[config.mk]
export PLATFORM = sky130hd
export DESIGN_NAME = phase_timer_flat
export DESIGN_NICKNAME = d
export VERILOG_FILES = /design/src/rtl/phase_timer_if.sv /design/src/rtl/phase_timer.sv /design/src/flat_wrapper.sv
export SDC_FILE = /design/constraint.sdc
export NUM_CORES = 1
export LEC_CHECK = 0
export ABC_AREA = 0
export CORE_ASPECT_RATIO = 0.5
export CORE_MARGIN = 1
export CORE_UTILIZATION = 60
export DETAILED_ROUTE_END_ITERATION = 7
export PLACE_DENSITY = 0.79
export SLEW_MARGIN = 20
export SYNTH_ARGS = -nofsm -noshare
export SYNTH_HDL_FRONTEND = slang
export SYNTH_SLANG_ARGS = --single-unit
[constraint.sdc]
create_clock -name clk -period 2.3 [get_ports clk]
set_input_delay 0.46 -clock clk [delete_from_list [all_inputs] [get_ports clk]]
set_output_delay 0.46 -clock clk [all_outputs]
set_load 0.1 [all_outputs]
[src/rtl/phase_timer_if.sv]
// phase_timer_if: controller <-> phase timer bus
//   state       controller state (IDLE=00, RED=01, GREEN=10, YELLOW=11)
//   timer_value remaining ticks of the current phase
//   timer_done  one-cycle pulse when the phase expires
//   tick        one-cycle pulse per countdown step
//   blink       phase-aligned square wave, 0 in IDLE
interface phase_timer_if;
  logic [1:0] state;
  logic [3:0] timer_value;
  logic       timer_done;
  logic       tick;
  logic       blink;
  modport master (output state, input timer_value, timer_done, tick, blink);
  modport slave (input state, output timer_value, timer_done, tick, blink);
endinterface

[src/rtl/phase_timer.sv]
// phase_timer: per-phase countdown, done pulse and blink for the traffic-light controller
//   clk   system clock
//   reset synchronous, active-high
//   tmr   slave side of phase_timer_if (state in; timer_value, timer_done, tick, blink out)
module phase_timer #(
  parameter int TICK_DIV   = 125000000,
  parameter int BLINK_DIV  = 31250000,
  parameter int RED_SEC    = 9,
  parameter int GREEN_SEC  = 9,
  parameter int YELLOW_SEC = 3
) (
  input logic           clk,
  input logic           reset,
  phase_timer_if.slave  tmr
);
  localparam int PW = TICK_DIV > 1 ? $clog2(TICK_DIV) : 1;
  localparam int BW = BLINK_DIV > 1 ? $clog2(BLINK_DIV) : 1;
  // a zero duration would never produce timer_done, so it is promoted to one tick
  localparam logic [3:0] RED_D    = RED_SEC == 0 ? 4'd1 : 4'(RED_SEC);
  localparam logic [3:0] GREEN_D  = GREEN_SEC == 0 ? 4'd1 : 4'(GREEN_SEC);
  localparam logic [3:0] YELLOW_D = YELLOW_SEC == 0 ? 4'd1 : 4'(YELLOW_SEC);
  localparam logic [PW-1:0] P_LAST = PW'(TICK_DIV - 1);
  localparam logic [BW-1:0] B_LAST = BW'(BLINK_DIV - 1);
  logic [1:0]    state_q;
  logic [PW-1:0] presc_q, presc_d;
  logic [BW-1:0] bcnt_q, bcnt_d;
  logic [3:0]    tv_q, tv_d, dur;
  logic          done_q, done_d, tick_q, tick_d, blink_q, blink_d;
  logic          idle, chg, pwrap, bwrap;
  assign idle  = tmr.state == 2'd0;
  assign chg   = tmr.state != state_q;
  assign pwrap = presc_q == P_LAST;
  assign bwrap = bcnt_q == B_LAST;
  assign dur   = tmr.state == 2'd1 ? RED_D : tmr.state == 2'd2 ? GREEN_D : YELLOW_D;
  // idle clears everything; a state change reloads and swallows any coincident tick
  always_comb begin
    tv_d    = 4'd0;
    presc_d = '0;
    bcnt_d  = '0;
    done_d  = 1'b0;
    tick_d  = 1'b0;
    blink_d = 1'b0;
    if (!idle && chg) begin
      tv_d = dur;
    end else if (!idle) begin
      presc_d = pwrap ? '0 : presc_q + 1'b1;
      tick_d  = pwrap;
      tv_d    = !pwrap ? tv_q : tv_q > 4'd1 ? tv_q - 4'd1 : 4'd0;
      done_d  = pwrap && tv_q == 4'd1;
      bcnt_d  = bwrap ? '0 : bcnt_q + 1'b1;
      blink_d = bwrap ? !blink_q : blink_q;
    end
  end
  always_ff @(posedge clk) begin
    if (reset) begin
      state_q <= 2'd0;
      presc_q <= '0;
      bcnt_q  <= '0;
      tv_q    <= 4'd0;
      done_q  <= 1'b0;
      tick_q  <= 1'b0;
      blink_q <= 1'b0;
    end else begin
      state_q <= tmr.state;
      presc_q <= presc_d;
      bcnt_q  <= bcnt_d;
      tv_q    <= tv_d;
      done_q  <= done_d;
      tick_q  <= tick_d;
      blink_q <= blink_d;
    end
  end
  assign tmr.timer_value = tv_q;
  assign tmr.timer_done  = done_q;
  assign tmr.tick        = tick_q;
  assign tmr.blink       = blink_q;
endmodule

[src/flat_wrapper.sv]
// flat-port wrapper written by rule: the top's interface ports become plain ports
module phase_timer_flat 
#(
  parameter int TICK_DIV   = 125000000,
  parameter int BLINK_DIV  = 31250000,
  parameter int RED_SEC    = 9,
  parameter int GREEN_SEC  = 9,
  parameter int YELLOW_SEC = 3
)
  (clk, reset, tmr_state, tmr_timer_value, tmr_timer_done, tmr_tick, tmr_blink);
  phase_timer_if tmr_i ();
  input logic clk;
  input logic reset;
  input wire logic [$bits(tmr_i.state)-1:0] tmr_state;
  output wire logic [$bits(tmr_i.timer_value)-1:0] tmr_timer_value;
  output wire logic [$bits(tmr_i.timer_done)-1:0] tmr_timer_done;
  output wire logic [$bits(tmr_i.tick)-1:0] tmr_tick;
  output wire logic [$bits(tmr_i.blink)-1:0] tmr_blink;
  assign tmr_i.state = tmr_state;
  assign tmr_timer_value = tmr_i.timer_value;
  assign tmr_timer_done = tmr_i.timer_done;
  assign tmr_tick = tmr_i.tick;
  assign tmr_blink = tmr_i.blink;
  phase_timer #(.TICK_DIV(TICK_DIV), .BLINK_DIV(BLINK_DIV), .RED_SEC(RED_SEC), .GREEN_SEC(GREEN_SEC), .YELLOW_SEC(YELLOW_SEC)) u_core (.clk(clk), .reset(reset), .tmr(tmr_i));
endmodule
==> results.tsv, run 1 <==
stage	metric	value	unit
worst_setup_path	critical path arrival	2.35	ns
clock_network	clk_lat worst skew	0.34	ns
final_layout	design area	0.00331	sq mm
final_layout	Area Growth Syn to Fin	13.4	%
final_layout	register area	0.00122	sq mm
job	max-cap viol count	0	
clock_network	CTS Buffer Depth	2	
clock_network	CTS tree	yes	
synthesis	Post-Syn Instances	349	
synthesis	Yosys Warn Count	0	
outcome	status	completed	
worst_setup_path	CP Class	reg -> reg	
clock_network	cts hold-fix bufs	0	
worst_setup_path	endpoint class of the critical path	flop	
pwr	Gate power share	5.7	%
drt	via/cell ratio	5.95	
timing	Fin. Hold Viols	0	
global_routing	vias in the first global route	2411	
timing	Tmin final	2.10	ns
synthesis	top-count cell post-synth	dfxtp_1	
placed_design	placed cell count	419	
drt	DR pass1 iterations	4	
timing	Final Setup Violations	0	
floorplanning	Die X	101	microns
timing	Slew @ Worst Pin	0.465	ns
pwr	Peak supply drop	410	uV
synthesis	ys flop type	dfxtp_1	
synthesis	async set-reset flop share out of synthesis	0	%
synthesis	area share of the largest cell type after synthesis	41.9	%
floorplanning	total die area	0.00516	sq mm
timing	Sum Neg Setup Slack	0	ns
clock_network	clock sinks	61	
clock_network	clock buffer count from CTS	9	
timing	clock skew	0.0109	ns
final_layout	diode count	0	
worst_setup_path	Required @ worst endpoint	2.55	ns
clock_network	Post-CTS Resized	0	
global_routing	Overflow after GRT	0	
timing	RSZ-0062 raised after global routing	no	
synthesis	leading area contributor after synthesis	dfxtp_1	
placed_design	GP Congestion	0.836	
pwr	total power	2160	uW
worst_setup_path	worst-path fanout max	4	
final_layout	Non-Filler Instances	435	
synthesis	Avg Inst Size Synth	8.35	sq um
timing	Rel. slew slack	68.2	%
pwr	Sw Pwr	491	uW
pwr	pwr dens	652	mW/mm^2
placed_design	Detail Placement HPWL	4400	microns
synthesis	Unique masters post-synth	35	
floorplanning	core footprint	0.00453	sq mm
global_routing	initial antenna violation count	0	
floorplanning	die height	51.3	microns
synthesis	number of synthesized register bits	61	
clock_network	Reg clk slew, reported paths	0.07	ns
global_routing	Global Route Usage Sum	27.3	%
clock_network	htree depth	3	
clock_network	root buffer cell	clkbuf_8	
pwr	Clock Power Share	44.4	%
pwr	Leakage	0.000972	uW
clock_network	post-CTS setup buffers	0	
pwr	register share of total power	49.9	%
pwr	sw frac	22.8	%
placed_design	IO buf count	10	
synthesis	Area contributors post-synth	dfxtp_1 (42%), xnor2_1 (6.0%), nor2_1 (5.2%)	
global_routing	first-pass GRT wire length	10600	microns
drt	wire length per cell	14.2	microns
synthesis	number of synthesized flops with an enable pin	0	
global_routing	largest net degree at the start of global routing	27	
worst_hold_path	min-delay worst type	reg -> reg	
final_layout	Final Util	73.0	%
synthesis	Seq/Total Area, Yosys	41.9	%
worst_setup_path	CP Launch Type	flop	
final_layout	Final nets	373	
floorplanning	Ports	11	
drt	vias	2587	
final_layout	fill count	372	
final_layout	layout cells sized above 1	9.76	%
synthesis	Syn Nets	358	
drt	DR iter-0 viols	92	
timing	fmax	476	MHz
placed_design	DP Area	0.00310	sq mm
floorplanning	num rows	17	
timing	Slew Viols, Final	0	
synthesis	top cells by instance count after synthesis	dfxtp_1 (61), nor2_1 (40), a21oi_1 (24)	
pwr	internal power	1660	uW
final_layout	area of the multi-input gates	0.00159	sq mm
drt	Post-DRT Antenna Nets	0	
timing	Tcrit/Tclk final	91.3	%
drt	drt total wl	6200	microns
synthesis	Synth Cell Area	0.00292	sq mm
floorplanning	Starting Density	64.3	%
drt	DRC	0	
power by group through the flow:
stage	Clock, uW	Combinational [uW]	Sequential, uW
6_report	957	122	1080
2_1_floorplan	0	50.9	1130
3_5_place_dp	0	121	1100
3_3_place_gp	0	118	1100
5_1_grt	1030	134	1080
4_1_cts	977	122	1080
state kept, by name (all words and copies together) (netlist names):
register,flops
u_core.tmr.timer_value,4
u_core.tmr.timer_done,1
u_core.presc_q,27
u_core.tmr.blink,1
u_core.state_q,2
u_core.tmr.tick,1
u_core.bcnt_q,25
cell usage in the layout, fill, tap and decap left out, drive strengths merged, types with 13 or more instances in the layout:
cell and instances:
a21oi 24, buf 15, clkbuf 13, dfxtp 61, inv 15, nand2 21
nand3 20, nand4 17, nor2 40, o21ai 18, or3 16, or4 17
xnor2 20
critical path, cell delays in order, from the launching register on:
cell and delay, ns:
dfxtp_1 0.36, ha_1 0.18, nand3_1 0.14, or4_4 0.58, or4b_1 0.48, a311oi_1 0.27
kinds of logic (layout without fill, tap and decap cells):
group | Yosys count | count (layout) | share of synthesized area, %
flops | 61 | 61 | 41.9
mux | 1 | 1 | 0.343
fa+ha+maj | 5 | 5 | 2.15
compound gates | 59 | 59 | 11.8
xor+xnor | 28 | 28 | 8.41
buf+inv | 29 | 49 | 3.73
simple gates | 166 | 166 | 31.6
routing by layer:
metal  GRT usage (%)  routed length, microns  share of wire, %
met1            30.6                    2780                45
met4            8.70                      55              0.89
met3            11.6                     334               5.4
met5               0                       0                 0
met2            47.5                    3030                49
per-stage QoR:
step                      worst slack (ns)  hold WS [ns]
final                                0.200         0.460
after CTS                            0.198         0.465
after detailed placement            0.0215         0.449
after global placement               0.132         0.438
after floorplan                      0.262         0.426
after global routing                0.0651         0.492
worst paths after layout:
| kind | startpoint | endpoint | slack, ns | cells after the start |
|---|---|---|---|---|
| worst max-delay path | u_core.presc_q[0] | u_core.tmr.timer_value[0] | 0.20 | 5 |
| worst min-delay path | u_core.presc_q[0] | u_core.presc_q[0] | 0.46 | 1 |
| worst max register to register | u_core.presc_q[0] | u_core.tmr.timer_value[0] | 0.20 | 5 |
| worst min register to register | u_core.presc_q[0] | u_core.presc_q[0] | 0.46 | 1 |
final cells by class:
class                           instances  share of cell area [%]
Clock inverter                          3                    1.32
Timing Repair Buffer                   18                    4.69
Multi-Input combinational cell        259                    48.0
Tap cell                               66                    2.50
Inverter                               15                    1.70
Sequential cell                        61                    37.0
Clock buffer                           13                    4.81
Note: power is estimated with default switching activity, not from simulation.
==> run 2: changes to the inputs <==
ABC_AREA = unset   (was 0)
GPL_ROUTABILITY_DRIVEN = 0   (was unset)
==> results of run 2 <==
The final DEF is identical to that of run 1; final timing and power are the same.
==> run 3: changes to the inputs <==
CAP_MARGIN = 0   (was unset)
==> results of run 3 <==
The final DEF is identical to that of run 1; final timing and power are the same.
